`config.mk`:
```
export PLATFORM = sky130hd
export DESIGN_NAME = interleaver_pingpong_ctrl_flat
export DESIGN_NICKNAME = d
export VERILOG_FILES = /design/src/rtl/interleaver_pingpong_ctrl_if.sv /design/src/rtl/interleaver_pingpong_ctrl.sv /design/src/flat_wrapper.sv
export SDC_FILE = /design/constraint.sdc
export NUM_CORES = 1
export LEC_CHECK = 0
export BUFFER_PORTS_ARGS = -buffer_cell sky130_fd_sc_hd__buf_2
export CAP_MARGIN = 20
export CORE_MARGIN = 2
export CORE_UTILIZATION = 49
export DETAILED_ROUTE_END_ITERATION = 16
export PLACE_DENSITY = 0.76
export SLEW_MARGIN = 10
export SYNTH_ARGS = -nofsm -noshare
export SYNTH_HDL_FRONTEND = slang
export SYNTH_SLANG_ARGS = --single-unit
```
`constraint.sdc`:
```
create_clock -name clk -period 4.7 [get_ports clk]
set_input_delay 1.41 -clock clk [delete_from_list [all_inputs] [get_ports clk]]
set_output_delay 1.41 -clock clk [all_outputs]
set_load 0.1 [all_outputs]
```
`src/rtl/interleaver_pingpong_ctrl_if.sv`:
```
// rtl/interleaver_pingpong_ctrl_if.sv - interleaver write side, modulator read side and status of the ping-pong controller
interface interleaver_pingpong_ctrl_if #(
  parameter int IW = 8
);
  logic          clr;
  logic          in_valid;
  logic          in_data;
  logic [IW-1:0] in_index;
  logic          in_ready;
  logic          out_ready;
  logic          out_valid;
  logic          out_data;
  logic [IW-1:0] out_index;
  logic          out_last;
  logic          overflow;
  logic          index_err;

  modport master (
    output clr, in_valid, in_data, in_index, out_ready,
    input  in_ready, out_valid, out_data, out_index, out_last, overflow, index_err
  );

  modport slave (
    input  clr, in_valid, in_data, in_index, out_ready,
    output in_ready, out_valid, out_data, out_index, out_last, overflow, index_err
  );
endinterface

```
`src/rtl/interleaver_pingpong_ctrl.sv`:
```
// rtl/interleaver_pingpong_ctrl.sv - two-bank ping-pong buffer: permuted-index fill, natural-order drain
module interleaver_pingpong_ctrl #(
  parameter int Ncbps = 192,
  parameter int IW    = $clog2(Ncbps)
) (
  input  logic                          clk,
  input  logic                          reset,
  interleaver_pingpong_ctrl_if.slave    bus
);

  localparam logic [IW-1:0] LAST_IDX = IW'(Ncbps - 1);

  logic [Ncbps-1:0] mem [0:1];

  logic          wr_bank;
  logic          rd_bank;
  logic [1:0]    full;
  logic [1:0]    full_nxt;
  logic [IW-1:0] wr_cnt;
  logic [IW-1:0] rd_ptr;
  logic          overflow_q;
  logic          index_err_q;

  logic wr_acc;
  logic rd_acc;
  logic wr_done;
  logic rd_done;
  logic idx_ok;

  assign bus.in_ready  = ~full[wr_bank];
  assign bus.out_valid = full[rd_bank];
  assign bus.out_data  = full[rd_bank] ? mem[rd_bank][rd_ptr] : 1'b0;
  assign bus.out_index = rd_ptr;
  assign bus.out_last  = full[rd_bank] && (rd_ptr == LAST_IDX);
  assign bus.overflow  = overflow_q;
  assign bus.index_err = index_err_q;

  assign wr_acc  = bus.in_valid && ~full[wr_bank];
  assign rd_acc  = full[rd_bank] && bus.out_ready;
  assign wr_done = wr_acc && (wr_cnt == LAST_IDX);
  assign rd_done = rd_acc && (rd_ptr == LAST_IDX);
  assign idx_ok  = (bus.in_index <= LAST_IDX);

  // A completing write always targets an empty bank and a completing read a full one,
  // so the set and the clear below never land on the same bit.
  always_comb begin
    full_nxt = full;
    if (rd_done) full_nxt[rd_bank] = 1'b0;
    if (wr_done) full_nxt[wr_bank] = 1'b1;
  end

  always_ff @(posedge clk) begin
    if (wr_acc && idx_ok && !bus.clr) begin
      mem[wr_bank][bus.in_index] <= bus.in_data;
    end
  end

  always_ff @(posedge clk or posedge reset) begin
    if (reset) begin
      wr_bank     <= 1'b0;
      rd_bank     <= 1'b0;
      full        <= 2'b00;
      wr_cnt      <= '0;
      rd_ptr      <= '0;
      overflow_q  <= 1'b0;
      index_err_q <= 1'b0;
    end else if (bus.clr) begin
      wr_bank     <= 1'b0;
      rd_bank     <= 1'b0;
      full        <= 2'b00;
      wr_cnt      <= '0;
      rd_ptr      <= '0;
      overflow_q  <= 1'b0;
      index_err_q <= 1'b0;
    end else begin
      full <= full_nxt;
      if (bus.in_valid && full[wr_bank]) begin
        overflow_q <= 1'b1;
      end
      if (wr_acc) begin
        if (!idx_ok) index_err_q <= 1'b1;
        if (wr_done) begin
          wr_cnt  <= '0;
          wr_bank <= ~wr_bank;
        end else begin
          wr_cnt <= wr_cnt + 1'b1;
        end
      end
      if (rd_acc) begin
        if (rd_done) begin
          rd_ptr  <= '0;
          rd_bank <= ~rd_bank;
        end else begin
          rd_ptr <= rd_ptr + 1'b1;
        end
      end
    end
  end

endmodule

```
`src/flat_wrapper.sv`:
```
// flat-port wrapper written by rule: the top's interface ports become plain ports
module interleaver_pingpong_ctrl_flat 
#(
  parameter int Ncbps = 192,
  parameter int IW    = $clog2(Ncbps)
)
  (clk, reset, bus_clr, bus_in_valid, bus_in_data, bus_in_index, bus_out_ready, bus_in_ready, bus_out_valid, bus_out_data, bus_out_index, bus_out_last, bus_overflow, bus_index_err);
  interleaver_pingpong_ctrl_if #(.IW(IW)) bus_i ();
  input  logic clk;
  input  logic reset;
  input wire logic [$bits(bus_i.clr)-1:0] bus_clr;
  input wire logic [$bits(bus_i.in_valid)-1:0] bus_in_valid;
  input wire logic [$bits(bus_i.in_data)-1:0] bus_in_data;
  input wire logic [$bits(bus_i.in_index)-1:0] bus_in_index;
  input wire logic [$bits(bus_i.out_ready)-1:0] bus_out_ready;
  output wire logic [$bits(bus_i.in_ready)-1:0] bus_in_ready;
  output wire logic [$bits(bus_i.out_valid)-1:0] bus_out_valid;
  output wire logic [$bits(bus_i.out_data)-1:0] bus_out_data;
  output wire logic [$bits(bus_i.out_index)-1:0] bus_out_index;
  output wire logic [$bits(bus_i.out_last)-1:0] bus_out_last;
  output wire logic [$bits(bus_i.overflow)-1:0] bus_overflow;
  output wire logic [$bits(bus_i.index_err)-1:0] bus_index_err;
  assign bus_i.clr = bus_clr;
  assign bus_i.in_valid = bus_in_valid;
  assign bus_i.in_data = bus_in_data;
  assign bus_i.in_index = bus_in_index;
  assign bus_i.out_ready = bus_out_ready;
  assign bus_in_ready = bus_i.in_ready;
  assign bus_out_valid = bus_i.out_valid;
  assign bus_out_data = bus_i.out_data;
  assign bus_out_index = bus_i.out_index;
  assign bus_out_last = bus_i.out_last;
  assign bus_overflow = bus_i.overflow;
  assign bus_index_err = bus_i.index_err;
  interleaver_pingpong_ctrl #(.Ncbps(Ncbps), .IW(IW)) u_core (.clk(clk), .reset(reset), .bus(bus_i));
endmodule
```
* Word level (Yosys, flattened, before mapping)
Memory sizes are Yosys's and may differ from the RTL's. Index checks and enable logic that the tools add are counted.
Cells by class: add/subtract/negate cells 2, order comparisons 8, equality and inequality tests 3, muxes and demuxes 35, bitwise operators 6, reduce and logical (&&, ||, !) cells 20
Operators by type and width (number):
- $mux 192 | 1
- $mux 8 | 6
- $mux 1 | 21
- $lt 8x9->1 const B | 2
- $add 8x1->8 const B | 2
- $eq 8x8->1 const B | 2
- $logic_and 1x1->1 | 11
- $reduce_bool 2->1 | 5
- $bmux 1 s8 | 1
- $demux 1 s8 | 1
- $ge 8x1->1 const B | 1
- $le 8x8->1 const B | 1
- $mux 2 | 3
- $reduce_and 2->1 | 3
- $lt 1x2->1 const B | 2
- $not 1->1 | 3
- $and 2x2->2 | 1
- $demux 1 s1 | 2
- $ge 1x1->1 const B | 2
- $ne 2x2->1 const B | 1
- $not 2->2 | 1
- $or 2x2->2 | 1
- $logic_not 1->1 | 1
Storage, ports and cells: flip-flop bits (word level) 22, memory bits (writable) 384, input bits 14, output and inout port bits 14, logic and storage cells 82, memories kept 1
Memory list:
- u_core.mem | words 2, width 192, rd ports 1, clocked after memory_dff 0, write ports 1, line interleaver_pingpong_ctrl.sv:13 | logic [Ncbps-1:0] mem [0:1];

* Longest topological paths before layout
Gate-level depths: netlist of the first run.
depth in word-level cells 10, gate-level depth with buffers 12, gate-level depth less buffers 8

* Worst setup path before layout of the first run
Ideal clock, no wire load.
kind register to output, start point register u_core.rd_ptr[2], in the netlist u_core.bus.out_index[2], end point output port bus_out_data, arrival 3840 ps, required time 3290 ps, slack -550 ps, cell stages (with the launch flop) 10, buffers on the path 2, cell sequence dfrtp_1 -> buf_6 -> or3b_2 -> clkbuf_1 -> o221ai_1 -> a21oi_1 -> a21oi_1 -> a221o_1 -> nand3_1 -> o211ai_1
On the way: word-level cells in the longest chain between the ends 3
RTL lines:
- start, declared | line interleaver_pingpong_ctrl.sv:20 | logic [IW-1:0] rd_ptr;
- start signal, assigned | line interleaver_pingpong_ctrl.sv:94 | rd_ptr <= rd_ptr + 1'b1;
- $bmux 1 s8 | line interleaver_pingpong_ctrl.sv:32 | assign bus.out_data = full[rd_bank] ? mem[rd_bank][rd_ptr] : 1'b0;
- $mux 1 (implied by the code) | line interleaver_pingpong_ctrl.sv:32
- $mux 1 | line interleaver_pingpong_ctrl.sv:32
- end, declared | line flat_wrapper.sv:18 | output wire logic [$bits(bus_i.out_data)-1:0] bus_out_data;
Every way passes these cells. The select of a mux whose other input is x is not followed.

* Worst setup path in the final report of the first run
start point register u_core.rd_bank, end point output port bus_out_data
On the way: word-level cells in the longest chain between the ends 4, elaborated cells between the ends (all ways) 6, classes of those cells mux (5); memory (1)
RTL lines:
- start, declared | line interleaver_pingpong_ctrl.sv:16 | logic rd_bank;
- start signal, assigned | line interleaver_pingpong_ctrl.sv:92 | rd_bank <= ~rd_bank;
- $mem_v2 2x192
- $bmux 1 s8 | line interleaver_pingpong_ctrl.sv:32
- $mux 1 (implied by the code) | line interleaver_pingpong_ctrl.sv:32
- $mux 1 * | line interleaver_pingpong_ctrl.sv:32
Mark *: on every way between the ends. The rest lies on a longest branch, timed or not. The select of a mux whose other input is x is not followed.

==> results of run 1 <==
## layout by cell type, fill, tap and decap left out, types with 4 or more instances in the layout
cell type / count
a21oi_1: 19
a22oi_1: 4
and3_1: 4
buf_12: 11
buf_2: 25
buf_4: 58
buf_6: 6
clkbuf_1: 13
clkbuf_16: 44
clkbuf_8: 6
clkinv_1: 6
dfrtp_1: 17
edfxtp_1: 384
inv_1: 6
mux2_2: 6
mux2i_1: 33
mux4_1: 5
mux4_2: 80
nand2_1: 58
nand2b_1: 7
nand3_1: 22
nand4_1: 6
nor2_1: 426
nor2b_1: 11
nor3_1: 11
nor3b_1: 4
o21ai_0: 10
o221ai_1: 6
o22ai_1: 5
xnor2_1: 4
xor2_1: 7
## power breakdown
group          leakage (nW)  internal [W]  total, W  switching [W]
clock network         0.655       0.00193   0.00327        0.00134
logic                  1.77     0.0000186  0.000123       0.000104
registers              3.75       0.00396   0.00396     0.00000188
## flip-flops by register name, indices dropped and copies added, names as in the netlist
signal / count
u_core.bus.overflow: 1
u_core.mem: 384
u_core.rd_bank: 1
u_core.full: 2
u_core.bus.out_index: 8
u_core.wr_bank: 1
u_core.wr_cnt: 8
u_core.bus.index_err: 1
## kinds of logic (layout without fill, tap and decap cells)
family                   after synthesis  in the layout  synth area share (%)
AO/OA/AOI/OAI                         76             76                 2.878
XOR/XNOR                              11             11                0.5366
AND/OR/NAND/NOR                      564            564                 12.82
adder cells (fa/ha/maj)                2              2                0.1394
buffers and inverters                108            186                 3.178
flip-flops                           406            406                 67.30
multiplexers                         125            125                 13.14
## layer usage
layer	track usage (%)	wire length [um]
met1	30.22	16560
met2	38.36	21560
met3	4.266	4131
met4	9.189	1736
met5	0	0
## cell type report
| cell class | instances | area, sq um |
|---|---|---|
| fill | 2774 | 15990 |
| sequential | 406 | 12100 |
| multi-input combinational | 778 | 5360 |
| clock buffer | 61 | 1194 |
| timing repair buffer | 105 | 949.7 |
| tap | 468 | 585.6 |
| clock inverter | 14 | 147.6 |
| inverter | 6 | 22.52 |
## worst min-delay path, delay by kind of cell, from the launching register on
| kind | cells | cell delay, ns |
|---|---|---|
| AND/OR/NAND/NOR | 1 | 0.09 |
| flip-flops | 1 | 0.34 |
| AO/OA/AOI/OAI | 1 | 0.04 |
## per-stage QoR
step                instances   TNS [ns]  hold WS, ns  power, W  cell area (sq um)
floorplan                1292    -0.1126       0.4727  0.004081              17980
global placement         1743          0       0.4759  0.004153              18650
detailed placement       1743          0       0.4982  0.004158              18650
CTS                      1831  -0.002989       0.5117  0.007383              20190
global route             1838   -0.04089       0.5296  0.007544              20350
finish                   1838   -0.01436       0.5143  0.007350              20350
## path summary, 6_finish.rpt
check | slack (ns) | cells after the start | endpoint
max | -0.01 | 10 | bus_out_data
min | 0.51 | 2 | u_core.bus.overflow
max reg2reg | 1.41 | 9 | u_core.mem[0][86]
min reg2reg | 0.51 | 2 | u_core.bus.overflow
max in group asynchronous | 3.03 | 2 | u_core.bus.out_index[2]
min in group asynchronous | 1.04 | 2 | u_core.bus.overflow
## timing repair
action,in CTS,in global routing
resized for setup,11,22
buffers inserted,12,6
gates cloned,1,1
pin swaps,1,5
endpoints found under the setup margin,1,1
==> impl_metrics.ini, run 1 <==
[run_status]
outcome = finished with violations
violations = setup timing

[detailed_routing]
wirelength_um = 43980
via_per_inst = 6.118
drt_iter0_markers = 1642
antenna_left = 0
drc = 0
drt_first_pass_iters = 8
avgRoutedWirePerCell_um = 23.93
vias = 11244

[worst_setup_path]
cp-startpoint = u_core.rd_bank
cp-end-kind = output port
crit_type = flop to output port
path_buf_inv = 3
cp_slowest_cell = mux4_2
reg2reg_from = u_core.wr_bank
cp_max_fo = 4
crit_family = multiplexers
start_kind = flop
required_ns = 3.29
path_cells = buf_12 -> buf_6 -> mux4_2 -> mux4_2 -> nand2_1 -> nand2_1 -> o21ai_2 -> a2111o_1 -> o211ai_1 -> buf_6
slowest_delay_ns = 0.49
cp.arrival_ns = 3.30

[synthesis]
yosys_warnings = 0
ys_seq_area_share_pct = 67.30
synth.avg_cell_area_sq_um = 13.89
ys_types = 57
synth-edff-count = 384
synth.net_count = 1308
async_reset_ff_share_pct = 5.419
netlist_area_sq_mm = 0.01795
ys_top_cells_by_count = nor2_1 (427), edfxtp_1 (384), mux4_2 (75)
ys.flop_type = edfxtp_1
synth_top_cell_by_area = edfxtp_1
netlist_instances = 1292
ys_top_cells_by_area = edfxtp_1 (64%), mux4_2 (9.4%), nor2_1 (8.9%)
ys_ff_latch = 406
yosysMostFrequentCell = nor2_1
synth_top_area_share_pct = 64.23

[clock_tree]
root_buffer = clkbuf_16
hold_buffers = 0
clkSlewWorstSetupHoldPaths_ns = 0.06
clk_latency_ns = 0.54
cts_buffers = 42
h-tree-depth = 2
cts_tree = yes
clock_path_buffers = 3
clock_sinks = 406

[timing]
period_share_pct = 100.3
final-setup-viol-count = 1
fin_skew_ns = 0.008516
rsz0062_at_grt = true
relSlewSlack_pct = 36.79
setup_ws_ns = -0.01436
tightest_slew_ns = 0.9481
max_freq_ghz = 0.2121
drv_slew = 0
hold_violations = 0
period_minus_slack_ns = 4.714

[flow_run]
cap_violations = 0

[floorplan]
pin_count = 28
rows = 70
coreArea_sq_mm = 0.03635
initial_utilization_pct = 49.39
die_w_um = 195.4
die-area_sq_mm = 0.03819
fp.dieH_um = 195.4

[min_path]
holdCritPathClass = flop to flop
hp-start = u_core.bus.overflow

[global_route]
antenna_found_initial = 0
grtUsageTotal_pct = 23.04
grt_pass1_vias = 11266
grt_max_degree = 168
grt_pass1_wl_um = 65920
grt_overflow = 0

[cells_and_area]
diodes = 0
area_delta_synth_final_pct = 13.38
fin_util_pct = 56.00
drive_gt1_share_pct = 19.64
layout.nets = 1355

[pwr]
power_leakage_nw = 6.167
ir_worst_vdd_uv = 281.9
p_per_area_mw_per_mm2 = 361.1

[placed_design]
portBuffers = 27
gp_congestion = 0.8459
dpl.hpwl_um = 25150
dp_slack_ns = 0.2306
Note: power is estimated with default switching activity, not from simulation.
==> run 2, diff against run 1 <==
==> constraint.sdc (replaced) <==
create_clock -name clk -period 5.6 [get_ports clk]
set_input_delay 1.68 -clock clk [delete_from_list [all_inputs] [get_ports clk]]
set_output_delay 1.68 -clock clk [all_outputs]
set_load 0.1 [all_outputs]
==> impl_metrics.ini, run 2 (same netlist as run 1, synthesis figures left out) <==
[floorplan]
initial_utilization_pct = 49.39
die-area_sq_mm = 0.03819
die_w_um = 195.4
coreArea_sq_mm = 0.03635
fp.dieH_um = 195.4
pin_count = 28
rows = 70

[timing]
period_share_pct = 95.54
max_freq_ghz = 0.1869
fin_setup_tns_ns = 0
drv_slew = 0
relSlewSlack_pct = 19.58
period_minus_slack_ns = 5.350
rsz0062_at_grt = false
fin_skew_ns = 0.02752
tightest_slew_ns = 1.206
hold_violations = 0
final-setup-viol-count = 0
whs_ns = 0.4927
setup_ws_ns = 0.2497

[worst_setup_path]
crit_type = flop to output port
endpoint = bus_out_data
cp_max_fo = 49
cp-end-kind = output port
slowest_delay_ns = 0.90
reg2reg_depth = 8
r2r_setup_slack_ns = 1.99
cp_slowest_cell = dfrtp_4
path_cells = buf_4 -> buf_4 -> mux4_2 -> a22oi_1 -> o21ai_0 -> a211oi_1 -> o211ai_1 -> nand4b_1 -> o211ai_1 -> buf_12
required_ns = 3.92
start_kind = flop
reg2reg_to = u_core.mem[0][142]
reg2reg_from = u_core.wr_bank
cp.arrival_ns = 3.67
cp-startpoint = u_core.bus.out_index[0]

[clock_tree]
cts_buffers = 42
clock_sinks = 406
hold_buffers = 0
h-tree-depth = 2
clk_latency_ns = 0.54
root_buffer = clkbuf_16
clkSlewWorstSetupHoldPaths_ns = 0.06
clock_path_buffers = 3
cts_tree = yes

[pwr]
power_leakage_nw = 5.872
ir_worst_vdd_uv = 200.8
p_per_area_mw_per_mm2 = 304.6

[placed_design]
gp_congestion = 0.8305
dpl.hpwl_um = 25370
dp_slack_ns = 0.7180
portBuffers = 27

[detailed_routing]
antenna_left = 0
drc = 0
vias = 11178
avgRoutedWirePerCell_um = 23.75
via_per_inst = 6.217
wirelength_um = 42700
drt_first_pass_iters = 5
drt_iter0_markers = 1886

[global_route]
grt_pass1_wl_um = 64670
antenna_found_initial = 0
grt_max_degree = 308
grt_pass1_vias = 10908
grt_overflow = 0
grtUsageTotal_pct = 22.40

[cells_and_area]
area_delta_synth_final_pct = 9.932
regMostFlops = u_core.mem
drive_gt1_share_pct = 15.26
final_cell_mix = nor2_1 (427), edfxtp_1 (384), mux4_2 (75)
mostFrequentLayoutCell = nor2_1
layout.nets = 1314
diodes = 0
largest_reg_flops = 384

[min_path]
hp-start = u_core.bus.index_err
holdCritPathClass = flop to flop

[flow_run]
cap_violations = 0

[run_status]
outcome = finished clean
[run 2: cell types whose count changed in the layout (fill, tap and decap cells not counted), moves of 4 or more]
cell	delta
clkinv_1	+5
mux4_2	-5
mux4_1	+5
buf_12	-7
clkbuf_8	-4
buf_6	-6
buf_4	-25
[run 2: report_power, final]
group	internal [W]	leakage [nW]	total [W]	switching, W
clock	0.00147	0.611	0.00258	0.00112
combinational	0.0000138	1.51	0.000102	0.0000880
sequential	0.00332	3.75	0.00333	0.00000157
total	0.00481	5.87	0.00601	0.00121
[run 2: cell type report]
class,count,area (sq um)
timing repair buffer,64,481.7
inverter,6,22.52
clock inverter,20,121.4
multi-input combinational,778,5300
sequential,406,12090
clock buffer,56,1135
tap,468,585.6
fill,2825,16610
[run 2: per-stage QoR]
step | total power [W] | cells | util (%) | area (sq um)
global route | 0.006163 | 1798 | 54.30 | 19740
CTS | 0.006030 | 1797 | 54.25 | 19720
floorplan | 0.003425 | 1292 | - | 17950
detailed placement | 0.003489 | 1721 | 50.80 | 18460
finish | 0.006012 | 1798 | 54.30 | 19740
global placement | 0.003485 | 1721 | 50.80 | 18460
[run 2: repair_timing]
| action | 4_1_cts | 5_1_grt |
|---|---|---|
| resized for setup | 0 | 0 |
| endpoints found under the setup margin | 0 | 1 |
| setup buffers | 0 | 1 |
[run 2: worst min path at each step]
stage | depth (start not counted) | end | slack [ns]
finish | 2 | u_core.bus.index_err | 0.49
floorplan | 1 | u_core.wr_cnt[7] | 0.47
detailed placement | 2 | u_core.bus.index_err | 0.49
global placement | 2 | u_core.bus.index_err | 0.47
global route | 2 | u_core.bus.overflow | 0.55
CTS | 2 | u_core.bus.index_err | 0.50
[run 2: critical path, delay by kind of cell (launching register included)]
family | cells | cell delay [ns]
AO/OA/AOI/OAI | 5 | 1.04
flip-flops | 1 | 0.90
buffers and inverters | 3 | 0.73
multiplexers | 1 | 0.30
AND/OR/NAND/NOR | 1 | 0.14
[run 2: layer usage]
metal | GRT usage, % | vias up | share of wire (%)
li1 | - | 4749 | -
met5 | 0 | - | 0
met2 | 36.12 | 693 | 47
met4 | 7.323 | 0 | 3.3
met1 | 31.19 | 5620 | 38
met3 | 4.007 | 116 | 11
